`src/rtl/icache_mshr_table.sv`:
```
// Instruction-cache miss status holding table.
// Tracks outstanding block misses, merges later misses to the same block,
// issues one refill request per block to L2 and wakes the waiting warps
// when the refill completes.
module icache_mshr_table #(
    parameter int  NUM_ENTRY   = 4,
    parameter int  ENTRY_DEPTH = 2,
    parameter int  BLK_ADDR_W  = 26,
    parameter int  NUM_WARP    = 8,
    localparam int WID_W       = $clog2(NUM_WARP)
) (
    input  logic                   clk,
    input  logic                   rst,
    // miss from tag stage
    input  logic                   miss_req_valid_i,
    output logic                   miss_req_ready_o,
    input  logic [BLK_ADDR_W-1:0]  miss_req_addr_i,
    input  logic [WID_W-1:0]       miss_req_wid_i,
    // refill request to L2
    output logic                   mem_req_valid_o,
    input  logic                   mem_req_ready_i,
    output logic [BLK_ADDR_W-1:0]  mem_req_addr_o,
    output logic [ENTRY_DEPTH-1:0] mem_req_tag_o,
    // refill completion
    input  logic                   mem_rsp_valid_i,
    output logic                   mem_rsp_ready_o,
    input  logic [ENTRY_DEPTH-1:0] mem_rsp_tag_i,
    // wakeup to warp scheduler
    output logic                   refill_valid_o,
    output logic [BLK_ADDR_W-1:0]  refill_addr_o,
    output logic [NUM_WARP-1:0]    refill_warp_mask_o,
    // occupancy
    output logic                   full_o,
    output logic [ENTRY_DEPTH:0]   pending_cnt_o
);

    localparam int CNT_W = ENTRY_DEPTH + 1;

    logic [NUM_ENTRY-1:0]  valid_q, valid_d;
    logic [NUM_ENTRY-1:0]  sent_q, sent_d;
    logic [BLK_ADDR_W-1:0] addr_q [NUM_ENTRY];
    logic [BLK_ADDR_W-1:0] addr_d [NUM_ENTRY];
    logic [NUM_WARP-1:0]   mask_q [NUM_ENTRY];
    logic [NUM_WARP-1:0]   mask_d [NUM_ENTRY];

    logic                  refill_valid_q, refill_valid_d;
    logic [BLK_ADDR_W-1:0] refill_addr_q, refill_addr_d;
    logic [NUM_WARP-1:0]   refill_mask_q, refill_mask_d;

    logic [NUM_ENTRY-1:0]   rsp_sel;     // entry being freed by a response this cycle
    logic [NUM_ENTRY-1:0]   match_vec;
    logic [NUM_WARP-1:0]    wid_onehot;
    logic                   match;
    logic [ENTRY_DEPTH-1:0] match_idx;
    logic [ENTRY_DEPTH-1:0] free_idx;
    logic [ENTRY_DEPTH-1:0] send_idx;
    logic                   send_found;
    logic                   accept;
    logic [CNT_W-1:0]       cnt;

    // Per-entry response decode and address match; out-of-range tags select nothing.
    // An entry being freed is excluded from matching so a merge can never be lost.
    for (genvar gi = 0; gi < NUM_ENTRY; gi++) begin : g_entry
        assign rsp_sel[gi]   = mem_rsp_valid_i && (mem_rsp_tag_i == ENTRY_DEPTH'(gi))
                               && valid_q[gi] && sent_q[gi];
        assign match_vec[gi] = valid_q[gi] && !rsp_sel[gi] && (addr_q[gi] == miss_req_addr_i);
    end

    assign wid_onehot = NUM_WARP'(1) << miss_req_wid_i;
    assign match      = |match_vec;
    assign full_o     = &valid_q;

    // Priority lookups: matching entry, lowest free entry, lowest unsent entry, occupancy
    always_comb begin
        match_idx  = '0;
        free_idx   = '0;
        send_idx   = '0;
        send_found = 1'b0;
        cnt        = '0;
        for (int i = NUM_ENTRY - 1; i >= 0; i--) begin
            if (match_vec[i]) match_idx = ENTRY_DEPTH'(i);
            if (!valid_q[i])  free_idx  = ENTRY_DEPTH'(i);
            if (valid_q[i] && !sent_q[i]) begin
                send_idx   = ENTRY_DEPTH'(i);
                send_found = 1'b1;
            end
        end
        for (int i = 0; i < NUM_ENTRY; i++) begin
            cnt = cnt + CNT_W'(valid_q[i]);
        end
    end

    assign miss_req_ready_o   = match || !full_o;
    assign accept             = miss_req_valid_i && miss_req_ready_o;
    assign mem_req_valid_o    = send_found;
    assign mem_req_tag_o      = send_idx;
    assign mem_req_addr_o     = addr_q[send_idx];
    assign mem_rsp_ready_o    = 1'b1;
    assign pending_cnt_o      = cnt;
    assign refill_valid_o     = refill_valid_q;
    assign refill_addr_o      = refill_addr_q;
    assign refill_warp_mask_o = refill_mask_q;

    // Next-state: send, free, merge and allocate all apply in the same cycle
    always_comb begin
        valid_d        = valid_q;
        sent_d         = sent_q;
        addr_d         = addr_q;
        mask_d         = mask_q;
        refill_valid_d = |rsp_sel;
        refill_addr_d  = refill_addr_q;
        refill_mask_d  = refill_mask_q;

        if (mem_req_valid_o && mem_req_ready_i) begin
            sent_d[send_idx] = 1'b1;
        end

        for (int i = 0; i < NUM_ENTRY; i++) begin
            if (rsp_sel[i]) begin
                refill_addr_d = addr_q[i];
                refill_mask_d = mask_q[i];
            end
        end
        valid_d = valid_d & ~rsp_sel;
        sent_d  = sent_d & ~rsp_sel;

        // A freed entry is not allocatable until next cycle: free_idx uses valid_q
        if (accept) begin
            if (match) begin
                mask_d[match_idx] = mask_q[match_idx] | wid_onehot;
            end else begin
                valid_d[free_idx] = 1'b1;
                sent_d[free_idx]  = 1'b0;
                addr_d[free_idx]  = miss_req_addr_i;
                mask_d[free_idx]  = wid_onehot;
            end
        end
    end

    // Control state and warp masks, cleared by reset
    always_ff @(posedge clk) begin
        if (rst) begin
            valid_q        <= '0;
            sent_q         <= '0;
            refill_valid_q <= 1'b0;
            for (int i = 0; i < NUM_ENTRY; i++) begin
                mask_q[i] <= '0;
            end
        end else begin
            valid_q        <= valid_d;
            sent_q         <= sent_d;
            refill_valid_q <= refill_valid_d;
            for (int i = 0; i < NUM_ENTRY; i++) begin
                mask_q[i] <= mask_d[i];
            end
        end
    end

    // Address and refill payload registers carry no reset
    always_ff @(posedge clk) begin
        for (int i = 0; i < NUM_ENTRY; i++) begin
            addr_q[i] <= addr_d[i];
        end
        refill_addr_q <= refill_addr_d;
        refill_mask_q <= refill_mask_d;
    end

endmodule

```
`config.mk`:
```
export PLATFORM = sky130hd
export DESIGN_NAME = icache_mshr_table
export DESIGN_NICKNAME = d
export VERILOG_FILES = /design/src/rtl/icache_mshr_table.sv
export SDC_FILE = /design/constraint.sdc
export NUM_CORES = 1
export LEC_CHECK = 0
export CAP_MARGIN = 25
export CELL_PAD_IN_SITES_DETAIL_PLACEMENT = 0
export CELL_PAD_IN_SITES_GLOBAL_PLACEMENT = 1
export CORE_MARGIN = 10
export CORE_UTILIZATION = 25
export DETAILED_ROUTE_END_ITERATION = 6
export PLACE_DENSITY = 0.49
export SETUP_SLACK_MARGIN = 0.3
export SLEW_MARGIN = 40
export SYNTH_ARGS = -nofsm -noshare
export SYNTH_HDL_FRONTEND = slang
export SYNTH_SLANG_ARGS = --single-unit
```
`constraint.sdc`:
```
create_clock -name clk -period 4.5 [get_ports clk]
set_input_delay 0.45 -clock clk [delete_from_list [all_inputs] [get_ports clk]]
set_output_delay 0.45 -clock clk [all_outputs]
set_load 0.01 [all_outputs]
```
==> results.sh, run 1 <==
export IMPL_status="completed"
export IMPL_critPathArrivalTime_ns=3.37
export IMPL_synthFlopType="edfxtp_1"
export IMPL_worst_clock_skew_ns=0.0127
export IMPL_synth_compound_area_frac=0.172
export IMPL_wl_um=38300
export IMPL_grt_max_degree=36
export IMPL_dp_slack_ns=0.680
export IMPL_met2_length_um=18100
export IMPL_netlist_instances=864
export IMPL_drive_gt1_frac=0.109
export IMPL_clock_fmax_mhz=262
export IMPL_met3_length_um=1600
export IMPL_dieArea_sq_um=46400
export IMPL_share_comb_of_total_power=0.120
export IMPL_num_vias=7654
export IMPL_final_common_cell="edfxtp_1"
export IMPL_cp_data_required_time_ns=4.05
export IMPL_yosys_area_share_adder=0.00603
export IMPL_multi_input_comb_area_sq_um=4310
export IMPL_netlist_area_sq_um=9540
export IMPL_power_switching_w=0.000999
export IMPL_synth_edff_count=138
export IMPL_place_hpwl_um=27100
export IMPL_cp_start_kind="primary input"
export IMPL_path_cells="clkdlybuf4s50_1, xor2_1, or4_1, or3_1, a2bb2oi_4, nand3_1, clkdlybuf4s50_1"
export IMPL_tightestPinTransition_ns=0.836
export IMPL_highest_layer="met4"
export IMPL_grt_total_usage=0.163
export IMPL_crit_buf_inv=2
export IMPL_port_buffers=104
export IMPL_num_rows=71
export IMPL_post_cts_buffers=0
export IMPL_critical_path_class="in2out"
export IMPL_n_fill_cell=3905
export IMPL_grt_pass1_wl_um=56000
export IMPL_wl_per_cell_um=25.5
export IMPL_p_per_area_nw_per_um2=319
export IMPL_avgSynthCellArea_sq_um=11.0
export IMPL_detail_route_antenna_nets=0
export IMPL_power_frac_clock=0.395
export IMPL_cpMostUsedCell="clkdlybuf4s50_1"
export IMPL_start_util=0.253
export IMPL_antenna_found_initial=0
export IMPL_post_route_drc_count=0
export IMPL_fin_ws_ns=0.678
export IMPL_min_period_ns=3.82
export IMPL_timing_final_crit_share=0.849
export IMPL_htree_num_levels=4
export IMPL_clk_pin_slew_ns=0.07
export IMPL_cts_root_buf="clkbuf_16"
export IMPL_slowest_delay_ns=0.60
export IMPL_peakVddDrop_mv=0.278
export IMPL_synth_simple_gate_area_frac=0.144
export IMPL_ys_ff_latch=179
export IMPL_endpoint_kind="primary output"
export IMPL_cellLeakagePower_nw=3.88
export IMPL_grt_overflow_total=0
export IMPL_sw_frac_of_total=0.262
export IMPL_drt_iter0_markers=563
export IMPL_cpLargestDelayFamily="simple AND/OR/NAND/NOR gates"
export IMPL_rsz0062_at_grt="no"
export IMPL_power_share_sequential=0.484
export IMPL_slew_headroom=0.442
export IMPL_yosysUniqueCellTypes=68
export IMPL_synth_seq_area_share=0.520
export IMPL_critPathSlowestCell="clkdlybuf4s50_1"
export IMPL_drt_met1_wl_um=18000
export IMPL_core_area_sq_um=37700
export IMPL_timing_hold_ws_ns=0.486
export IMPL_synth_xor_area_frac=0.0954
export IMPL_viasPerCell=5.09
export IMPL_power_w=0.00381
export IMPL_hold_class="reg2reg"
export IMPL_synth_mux_area_frac=0.0273
export IMPL_hold_viol=0
export IMPL_die_w_um=215
export IMPL_hold_buffers=0
export IMPL_synth_warning_count=0
export IMPL_pin_count=106
export IMPL_cts_buffers=17
export IMPL_clock_latency_ns=0.46
export IMPL_ctsLongestPathBuffers=2
export IMPL_crit_fanout=8
export IMPL_syn2layout_area_growth_pct=25.1
export IMPL_drv_slew=0
export IMPL_syn_nets=904
export IMPL_async_flop_share=0
export IMPL_cts_resized=0
export IMPL_firstDrtPassIters=5
export IMPL_p_int_w=0.00281
export IMPL_mostFrequentLayoutCells="edfxtp_1, clkdlybuf4s50_1, nand2_1"
export IMPL_setup_viol=0
export IMPL_n_antenna_cell=0
export IMPL_synth_top_family_by_area="compound AO/OA/AOI/OAI gates"
export IMPL_grt_pass1_vias=7987
export IMPL_gp_congestion=0.908
export IMPL_die_h_um=215
export IMPL_fin_setup_tns_ns=0
export IMPL_seq_area_sq_um=4960
export IMPL_fin_nets=1020
export IMPL_cts_sinks=179
export IMPL_cts_tree="yes"
export IMPL_cap_violations=0
worst paths after layout:
path / slack [ns] / start / cells after the start / to
setup / recovery: 0.68 / miss_req_addr_i[14] / 7 / miss_req_ready_o
hold / removal: 0.49 / mask_q[24]$_SDFFE_PP0P_ / 2 / mask_q[24]$_SDFFE_PP0P_
setup reg to reg: 1.33 / addr_q[45]$_DFFE_PP_ / 7 / mask_q[4]$_SDFFE_PP0P_
hold reg to reg: 0.49 / mask_q[24]$_SDFFE_PP0P_ / 2 / mask_q[24]$_SDFFE_PP0P_
routing by layer:
metal	track usage	vias to the layer above
met1	0.217	3836
li1	-	3582
met5	0	-
met2	0.263	204
met4	0.0429	0
met3	0.0338	32
power by group through the flow:
stage	logic (W)	clock network (W)	registers (W)
floorplan	0.000211	0	0.00187
global placement	0.000464	0	0.00188
detailed placement	0.000461	0	0.00188
CTS	0.000464	0.00155	0.00184
global route	0.000491	0.00161	0.00185
finish	0.000459	0.00151	0.00184
final cells by class:
class / count / area share
clock buffers: 18 / 0.0359
clock inverters: 13 / 0.0113
inverters: 31 / 0.00974
multi-input cells: 609 / 0.361
flip-flops and latches: 179 / 0.416
well taps: 511 / 0.0535
repair buffers: 142 / 0.113
flip-flops by register name (all words and copies together), names as in the netlist:
signal              cells
addr_q                104
mask_q                 32
refill_addr_o          26
refill_valid_o          1
refill_warp_mask_o      8
sent_q                  4
valid_q                 4
synthesized netlist by cell type (all sizes together), types with 8 or more instances:
library cell / count / area [sq um]
o21ai: 41 / 231
xnor2: 53 / 464
a22oi: 26 / 195
nand2: 99 / 372
clkbuf: 33 / 124
nand4: 26 / 163
mux2i: 26 / 260
buf: 12 / 92.6
nor2: 28 / 110
xor2: 51 / 447
o32ai: 8 / 70.1
nand3: 9 / 45.0
nor3: 10 / 50.1
nor4: 22 / 150
o211ai: 10 / 75.1
or4: 13 / 97.6
a22o: 8 / 70.1
inv: 30 / 113
edfxtp: 138 / 4140
o22ai: 34 / 219
a31oi: 37 / 238
nand4b: 8 / 76.3
o2111ai: 16 / 140
dfxtp: 41 / 821
stage by stage:
stage	cells	util	instance area (sq um)
5_1_grt	1503	0.317	11900
3_3_place_gp	1472	0.302	11400
2_1_floorplan	864	-	9540
6_report	1503	0.317	11900
3_5_place_dp	1472	0.302	11400
4_1_cts	1503	0.317	11900
worst min-delay path, stage by stage (launching register included):
cell,delay (ns)
dfxtp_1,0.32
inv_1,0.07
a221oi_2,0.05
cells by family after synthesis:
logic type	count (synthesis)
DFF	179
xor gates and xnor gates	104
other	1
adders and majority gates	4
AOI/OAI and AO/OA	217
and+or+nand+nor	257
muxes	26
buffers and inverters	76
Power figures use the tool's default switching activity.
==> inputs of run 2 (changes only) <==
==> constraint.sdc (replaced) <==
create_clock -name clk -period 3.8 [get_ports clk]
set_input_delay 0.38 -clock clk [delete_from_list [all_inputs] [get_ports clk]]
set_output_delay 0.38 -clock clk [all_outputs]
set_load 0.01 [all_outputs]
==> results.sh, run 2 (same netlist as run 1, synthesis figures left out) <==
export IMPL_place_hpwl_um=28300
export IMPL_die_w_um=215
export IMPL_start_util=0.253
export IMPL_endpoint_kind="primary output"
export IMPL_largest_register_ffs=104
export IMPL_peakVddDrop_mv=0.316
export IMPL_core_area_sq_um=37700
export IMPL_hold_buffers=0
export IMPL_power_frac_clock=0.382
export IMPL_ctsLongestPathBuffers=2
export IMPL_cts_buffers=17
export IMPL_final_common_cell="edfxtp_1"
export IMPL_cts_root_buf="clkbuf_16"
export IMPL_status="completed"
export IMPL_wl_per_cell_um=25.1
export IMPL_n_antenna_cell=0
export IMPL_worst_clock_skew_ns=0.0150
export IMPL_antenna_found_initial=0
export IMPL_cp_data_required_time_ns=3.42
export IMPL_num_rows=71
export IMPL_syn2layout_area_growth_pct=29.0
export IMPL_die_h_um=215
export IMPL_p_int_w=0.00329
export IMPL_hold_path_depth=2
export IMPL_pin_count=106
export IMPL_worst_hold_path_endpoint="mask_q[24]$_SDFFE_PP0P_"
export IMPL_clk_pin_slew_ns=0.07
export IMPL_slew_headroom=0.523
export IMPL_num_vias=7884
export IMPL_critPathArrivalTime_ns=2.94
export IMPL_dieArea_sq_um=46400
export IMPL_timing_final_crit_share=0.874
export IMPL_viasPerCell=5.11
export IMPL_power_switching_w=0.00119
export IMPL_min_period_ns=3.32
export IMPL_grt_total_usage=0.164
export IMPL_cp_start_kind="primary input"
export IMPL_tightestPinTransition_ns=0.711
export IMPL_mostFrequentLayoutCells="edfxtp_1, clkdlybuf4s50_1, nand2_1"
export IMPL_fin_setup_tns_ns=0
export IMPL_fin_util=0.327
export IMPL_grt_max_degree=28
export IMPL_port_buffers=104
export IMPL_crit_fanout=5
export IMPL_hold_class="reg2reg"
export IMPL_wl_um=38800
export IMPL_grt_pass1_wl_um=56600
export IMPL_min_from="mask_q[24]$_SDFFE_PP0P_"
export IMPL_n_fill_cell=3911
export IMPL_setup_viol=0
export IMPL_post_cts_buffers=0
export IMPL_drive_gt1_frac=0.143
export IMPL_reg2reg_depth=8
export IMPL_htree_num_levels=4
export IMPL_cts_tree="yes"
export IMPL_clock_latency_ns=0.46
export IMPL_r2r_end="mask_q[31]$_SDFFE_PP0P_"
export IMPL_drv_slew=0
export IMPL_share_comb_of_total_power=0.130
export IMPL_p_per_area_nw_per_um2=364
export IMPL_rr_startpoint="addr_q[4]$_DFFE_PP_"
export IMPL_grt_pass1_vias=8028
export IMPL_firstDrtPassIters=6
export IMPL_sw_frac_of_total=0.265
export IMPL_drt_iter0_markers=627
export IMPL_gp_congestion=0.918
export IMPL_hold_viol=0
export IMPL_cap_violations=0
export IMPL_top_register="addr_q"
export IMPL_rsz0062_at_grt="no"
export IMPL_fin_nets=1060
export IMPL_grt_overflow_total=0
export IMPL_detail_route_antenna_nets=0
export IMPL_critical_path_class="in2out"
export IMPL_cellLeakagePower_nw=4.08
export IMPL_cts_sinks=179
export IMPL_post_route_drc_count=0
export IMPL_power_share_sequential=0.488
export IMPL_rrSetupSlack_ns=0.81
export IMPL_clock_fmax_mhz=301
==> run 2: cell type report <==
type,count,area (sq um),area share
clock buffer,18,429,0.0349
tap,511,639,0.0519
multi-input combinational,609,4300,0.350
clock inverter,14,113,0.00915
timing repair buffer,182,1740,0.142
inverter,31,116,0.00945
sequential,179,4970,0.403
==> run 2: power by group through the flow <==
stage	Clock [W]	Combinational [W]	Sequential, W
2_1_floorplan	0	0.000250	0.00222
6_report	0.00171	0.000583	0.00219
4_1_cts	0.00175	0.000588	0.00218
3_3_place_gp	0	0.000584	0.00223
3_5_place_dp	0	0.000584	0.00223
5_1_grt	0.00183	0.000621	0.00219
==> run 2: critical path, cell delays in order <==
cell and delay (ns):
clkdlybuf4s50_1 0.49, buf_4 0.20, xor2_1 0.19, or4_1 0.50
or3_1 0.46, a2bb2oi_4 0.20, nand3_1 0.21, dlygate4sd2_1 0.31
==> run 2: through the flow <==
stage | hold slack, ns | power, W | worst slack [ns] | cells | cell area [sq um]
final | 0.481 | 0.00448 | 0.479 | 1544 | 12300
after global routing | 0.509 | 0.00464 | 0.384 | 1544 | 12300
after CTS | 0.486 | 0.00453 | 0.305 | 1544 | 12300
after detailed placement | 0.475 | 0.00281 | 0.210 | 1512 | 11800
after global placement | 0.471 | 0.00281 | 0.205 | 1511 | 11700
after floorplan | 0.459 | 0.00247 | 0.541 | 864 | 9540
==> run 2: repair_timing <==
action / CTS / global route
resized for setup: 4 / 2
pin swaps: 0 / 0
endpoints found under the setup margin: 4 / 14
==> run 2: worst max-delay path by stage <==
stage | cells after the start | from | slack [ns] | endpoint
after detailed placement | 8 | miss_req_addr_i[23] | 0.21 | miss_req_ready_o
final | 8 | miss_req_addr_i[23] | 0.48 | miss_req_ready_o
after global placement | 8 | miss_req_addr_i[23] | 0.21 | miss_req_ready_o
after global routing | 8 | miss_req_addr_i[8] | 0.38 | miss_req_ready_o
after CTS | 9 | valid_q[3]$_SDFF_PP0_ | 0.30 | mem_req_addr_o[25]
after floorplan | 8 | miss_req_addr_i[20] | 0.54 | addr_q[0]$_DFFE_PP_
==> run 2: metal layers <==
layer / wire (um) / track usage / up-vias / share of wire
met5: 0 / 0 / - / 0
met4: 826 / 0.0540 / 0 / 0.021
met3: 1760 / 0.0294 / 51 / 0.045
met2: 18400 / 0.266 / 250 / 0.47
met1: 17800 / 0.217 / 3931 / 0.46
li1: - / - / 3652 / -
